==> src/rtl/param_shift_register.sv <==
// ---------------------------------------------------------------------------
// param_shift_register
//   Universal shift register of DEPTH stages, WIDTH bits each. Supports hold,
//   shift right, shift left and parallel load, and keeps a saturating count
//   of how many stages hold valid data. Serves as a serial/parallel converter
//   and as a datapath delay line.
//
//   Optional feature macro: ROTATE_EN
//     When defined, the rot input exists. A shift with rot=1 recirculates the
//     exiting stage into the entering stage instead of taking d. A rotate
//     leaves the fill count unchanged.
//
// Ports
//   clk        in   rising-edge clock
//   rst        in   synchronous reset, active-high (overrides en/mode)
//   en         in   update enable; 0 holds all state
//   mode       in   00 hold, 01 shift right, 10 shift left, 11 parallel load
//   d          in   serial input word
//   load_data  in   parallel load word, stage i = [i*WIDTH +: WIDTH]
//   rot        in   recirculate select (ROTATE_EN builds only)
//   q          out  all stages, same packing as load_data
//   sout       out  word shifted out on the last shift (registered)
//   count      out  valid-stage count, saturates at DEPTH
//   full       out  count == DEPTH
// ---------------------------------------------------------------------------
module param_shift_register #(
    parameter int unsigned  WIDTH = 1,
    parameter int unsigned  DEPTH = 4,
    localparam int unsigned CNT_W = $clog2(DEPTH + 1)
) (
    input  logic                     clk,
    input  logic                     rst,
    input  logic                     en,
    input  logic [1:0]               mode,
    input  logic [WIDTH-1:0]         d,
    input  logic [DEPTH*WIDTH-1:0]   load_data,
`ifdef ROTATE_EN
    input  logic                     rot,
`endif
    output logic [DEPTH*WIDTH-1:0]   q,
    output logic [WIDTH-1:0]         sout,
    output logic [CNT_W-1:0]         count,
    output logic                     full
);

    typedef enum logic [1:0] {
        MODE_HOLD  = 2'b00,
        MODE_SHR   = 2'b01,
        MODE_SHL   = 2'b10,
        MODE_LOAD  = 2'b11
    } mode_e;

    localparam logic [CNT_W-1:0] CNT_MAX = CNT_W'(DEPTH);

    mode_e                   mode_s;
    logic                    rot_active;
    logic [WIDTH-1:0]        exit_r;
    logic [WIDTH-1:0]        exit_l;
    logic [WIDTH-1:0]        enter_r;
    logic [WIDTH-1:0]        enter_l;
    logic [CNT_W-1:0]        count_inc;

    logic [DEPTH*WIDTH-1:0]  data_q, data_d;
    logic [WIDTH-1:0]        sout_q, sout_d;
    logic [CNT_W-1:0]        count_q, count_d;

    assign mode_s = mode_e'(mode);

`ifdef ROTATE_EN
    assign rot_active = rot;
`else
    assign rot_active = 1'b0;
`endif

    // Exiting word for each direction: top stage for right, stage 0 for left.
    assign exit_r  = data_q[DEPTH*WIDTH-1 -: WIDTH];
    assign exit_l  = data_q[WIDTH-1:0];
    assign enter_r = rot_active ? exit_r : d;
    assign enter_l = rot_active ? exit_l : d;

    // Saturating increment; a rotate does not add new data.
    assign count_inc = (rot_active || (count_q == CNT_MAX)) ? count_q
                                                            : count_q + CNT_W'(1);

    always_comb begin
        data_d  = data_q;
        sout_d  = sout_q;
        count_d = count_q;
        if (en) begin
            case (mode_s)
                MODE_SHR: begin
                    // Stage i takes stage i-1: the packed vector moves up by WIDTH.
                    data_d  = {data_q[(DEPTH-1)*WIDTH-1:0], enter_r};
                    sout_d  = exit_r;
                    count_d = count_inc;
                end
                MODE_SHL: begin
                    // Stage i takes stage i+1: the packed vector moves down by WIDTH.
                    data_d  = {enter_l, data_q[DEPTH*WIDTH-1:WIDTH]};
                    sout_d  = exit_l;
                    count_d = count_inc;
                end
                MODE_LOAD: begin
                    data_d  = load_data;
                    count_d = CNT_MAX;
                end
                default: ;
            endcase
        end
    end

    always_ff @(posedge clk) begin
        if (rst) begin
            data_q  <= '0;
            sout_q  <= '0;
            count_q <= '0;
        end else begin
            data_q  <= data_d;
            sout_q  <= sout_d;
            count_q <= count_d;
        end
    end

    assign q     = data_q;
    assign sout  = sout_q;
    assign count = count_q;
    assign full  = (count_q == CNT_MAX);

endmodule

==> config.mk <==
export PLATFORM = sky130hd
export DESIGN_NAME = param_shift_register
export DESIGN_NICKNAME = d
export VERILOG_FILES = /design/src/rtl/param_shift_register.sv
export SDC_FILE = /design/constraint.sdc
export NUM_CORES = 1
export LEC_CHECK = 0
export BUFFER_PORTS_ARGS = -buffer_cell sky130_fd_sc_hd__buf_2
export CORE_AREA = 4 4 41 43
export DETAILED_ROUTE_END_ITERATION = 7
export DIE_AREA = 0 0 45 47
export PLACE_DENSITY_LB_ADDON = 0.15
export SETUP_SLACK_MARGIN = 0.3
export SLEW_MARGIN = 30
export SYNTH_ARGS = -nofsm -noshare
export SYNTH_HDL_FRONTEND = slang
export SYNTH_SLANG_ARGS = --single-unit
==> constraint.sdc <==
create_clock -name clk -period 1.8 [get_ports clk]
set_input_delay 0 -clock clk [delete_from_list [all_inputs] [get_ports clk]]
set_output_delay 0 -clock clk [all_outputs]
set_load 0.05 [all_outputs]
==> impl_metrics.csv <==
group,metric,value,unit
outcome,outcome,"complete, no violations",
floorplanning,rows,13,
power,pwr-share-clk,30.9,%
timing,fin_tns_setup,0,ns
clock_network,htree_levels,1,
final_layout,final_area,648,µm²
worst_setup_path,r2r_cells,5,
worst_setup_path,reg2reg_from,"count[0]",
worst_setup_path,cp_slowest_cell,"or4_1",
timing,slew_viol_final,0,
drt,avgViaCountPerCell,5.40,
worst_setup_path,cp-start-kind,"flop",
global_routing,grt_antenna_before_repair,0,
logic_synthesis,ys_seq_area_share,31.4,%
drt,drtPass1Iterations,4,
timing,finalSetupViolCount,0,
logic_synthesis,synth-warning-count,0,
worst_setup_path,endpoint,"count[1]",
global_routing,grt-ovfl-total,0,
power,seqPwrFrac,40.9,%
clock_network,cts_tree,"done",
logic_synthesis,yosysMostFrequentCell,"dfxtp_1",
floorplanning,initial_utilization,39.1,%
worst_setup_path,end_kind,"flop",
timing,max-slew-margin-rel,67.1,%
timing,skew,0.0142,ns
clock_network,clockRootBuffer,"clkbuf_4",
timing,fmax,0.711,GHz
worst_setup_path,cpLargestDelayFamily,"simple AND/OR/NAND/NOR gates",
worst_setup_path,critical_path_cell_count,5,
clock_network,insertion_delay,0.26,ns
power,power,488,µW
flow_run,drv.max_cap_violation_count,0,
logic_synthesis,yosysTopAreaCellShare,31.4,%
place,place_hpwl,904,µm
drt,ant_nets,0,
worst_setup_path,cp_max_fo,5,
place,gp_congestion,0.781,
power,ir_drop,437,µV
floorplanning,core,1300,µm²
worst_setup_path,regToRegSetupSlack,0.39,ns
drt,routedWlPerCell,12.9,µm
worst_setup_path,crit_required,1.97,ns
logic_synthesis,syn_inst,57,
logic_synthesis,syn_nets,73,
timing,worstMarginPinSlew,0.492,ns
clock_network,clock_path_buffers,2,
final_layout,fin_nets,94,
clock_network,path_clk_slew,0.07,ns
clock_network,cts_resized,0,
power,switching_share,34.5,%
power,combPwrFrac,28.2,%
final_layout,nFillCells,145,
drt,wirelength,1.18,mm
logic_synthesis,synth-edff-count,0,
clock_network,cts_sinks,8,
drt,drcViolationCount,0,
drt,drt_iter0_drc,5,
logic_synthesis,synth_top_area_cell,"dfxtp_1",
logic_synthesis,synth_area_leaders,"dfxtp_1 (31%), ha_1 (15%), a221oi_1 (6.9%)",
logic_synthesis,avgSynthCellArea,8.93,µm²
logic_synthesis,ys_async_sr_fraction,0,%
power,power_per_cell_area,754,nW/µm²
worst_setup_path,cp.arrival,1.58,ns
drt,dr_total_vias,497,
logic_synthesis,syn_area,509,µm²
timing,period_needed,1.41,ns
worst_setup_path,setup.worst_path.class,"flop to flop",
floorplanning,io_pins,19,
global_routing,grt_max_degree,11,
global_routing,grt_pass1_wl,2.08,mm
worst_setup_path,cpPeakStageDelay,0.46,ns
floorplanning,die_y,47,µm
clock_network,cts_buffers,3,
power,p_int,320,µW
final_layout,syn_to_final_growth,27.3,%
worst_setup_path,crit_start,"count[0]",
logic_synthesis,synthTopCellsByCount,"dfxtp_1 (8), ha_1 (6), inv_1 (5), nor2_1 (5)",
logic_synthesis,synth-seq-cells,8,
floorplanning,die_w,45,µm
timing,rsz0062_at_grt,"no",
global_routing,grtUsageTotal,14.1,%
final_layout,antenna_cells,0,
power,leakage,0.285,nW
power,switchingPower,168,µW
logic_synthesis,synth_flop_cell,"dfxtp_1",
worst_setup_path,cp.buffers_inverters,1,
global_routing,grt_pass1_vias,442,
worst_setup_path,reg2reg_to,"count[1]",
timing,period_share,78.2,%
final_layout,layout-drive-gt1-share,32.5,%
logic_synthesis,yosysUniqueCellTypes,26,
timing,hold_violations,0,
place,postPlaceCellArea,612,µm²
place,io_buffer_count,18,
worst_setup_path,worstPathCellList,"inv_1, ha_1, and3_4, or4_1, o31ai_1",
min_path,hold_class,"input pin to flop",
floorplanning,fp.dieArea,2120,µm²
[worst reg2reg max path, stage by stage, from the launching register on]
cell	delay, ns
dfxtp_4	0.36
inv_1	0.04
ha_1	0.19
and3_4	0.18
or4_1	0.46
o31ai_1	0.07
[routing by layer]
metal / global-route usage (%) / vias up / part of all wire (%)
li1: - / 258 / -
met1: 16.9 / 222 / 45
met2: 21.2 / 15 / 46
met3: 5.36 / 2 / 7.8
met4: 8.77 / 0 / 0.76
met5: 0 / - / 0
[worst min path at each step]
| stage | from | to | slack, ns | depth (start not counted) |
|---|---|---|---|---|
| floorplan | en | sout | 0.12 | 1 |
| global placement | en | sout | 0.25 | 2 |
| detailed placement | en | sout | 0.26 | 2 |
| CTS | rst | count[0] | 0.01 | 2 |
| global route | rst | sout | 0.02 | 2 |
| finish | rst | count[0] | 0.02 | 2 |
[state kept, by name, summed over array words and instances, names as in the netlist]
name	count
q	4
count	3
sout	1
[final cells by class]
cell class | instances | area (µm²) | area share, %
repair buffers | 19 | 100 | 15.4
inverters | 5 | 18.8 | 2.90
clock buffers | 4 | 26.3 | 4.05
well taps | 15 | 18.8 | 2.90
multi-input cells | 41 | 317 | 48.8
flip-flops and latches | 8 | 168 | 25.9
[power by group through the flow]
stage          logic [mW]  clock network, mW  registers, mW
3_3_place_gp        0.136                  0          0.203
3_5_place_dp        0.137                  0          0.204
6_report            0.138              0.151          0.200
5_1_grt             0.151              0.179          0.202
2_1_floorplan      0.0601                  0          0.245
4_1_cts             0.139              0.159          0.200
[cell usage in the layout, fill, tap and decap left out, types with 2 or more instances in the layout]
master,n
a211oi_1,4
a21oi_1,2
a221oi_1,4
buf_2,18
clkbuf_4,3
dfxtp_1,6
dfxtp_4,2
ha_1,6
inv_1,5
nor2_1,5
nor3b_1,4
or4_1,2
[per-stage QoR]
step / instances / hold slack [ns] / utilization, % / setup slack (ns)
floorplan: 57 / 0.116 / - / 0.335
global route: 92 / 0.0242 / 49.8 / 0.327
detailed placement: 87 / 0.256 / 47.0 / 0.401
CTS: 92 / 0.0135 / 49.8 / 0.389
finish: 92 / 0.0246 / 49.8 / 0.393
global placement: 87 / 0.254 / 47.0 / 0.444
[logic make-up after synthesis]
group | after synthesis | synth area share [%]
compound gates | 16 | 24.1
fa+ha+maj | 6 | 14.7
buf+inv | 8 | 6.39
flops | 8 | 31.4
mux | 1 | 1.97
simple gates | 18 | 21.4
[what timing repair did]
| action | CTS | global route |
|---|---|---|
| endpoints found under the setup margin | 0 | 0 |
| hold endpoints to repair | 1 | 0 |
| setup buffers | 0 | 0 |
| hold buffers | 1 | 0 |
(Power assumes the default switching activity.)
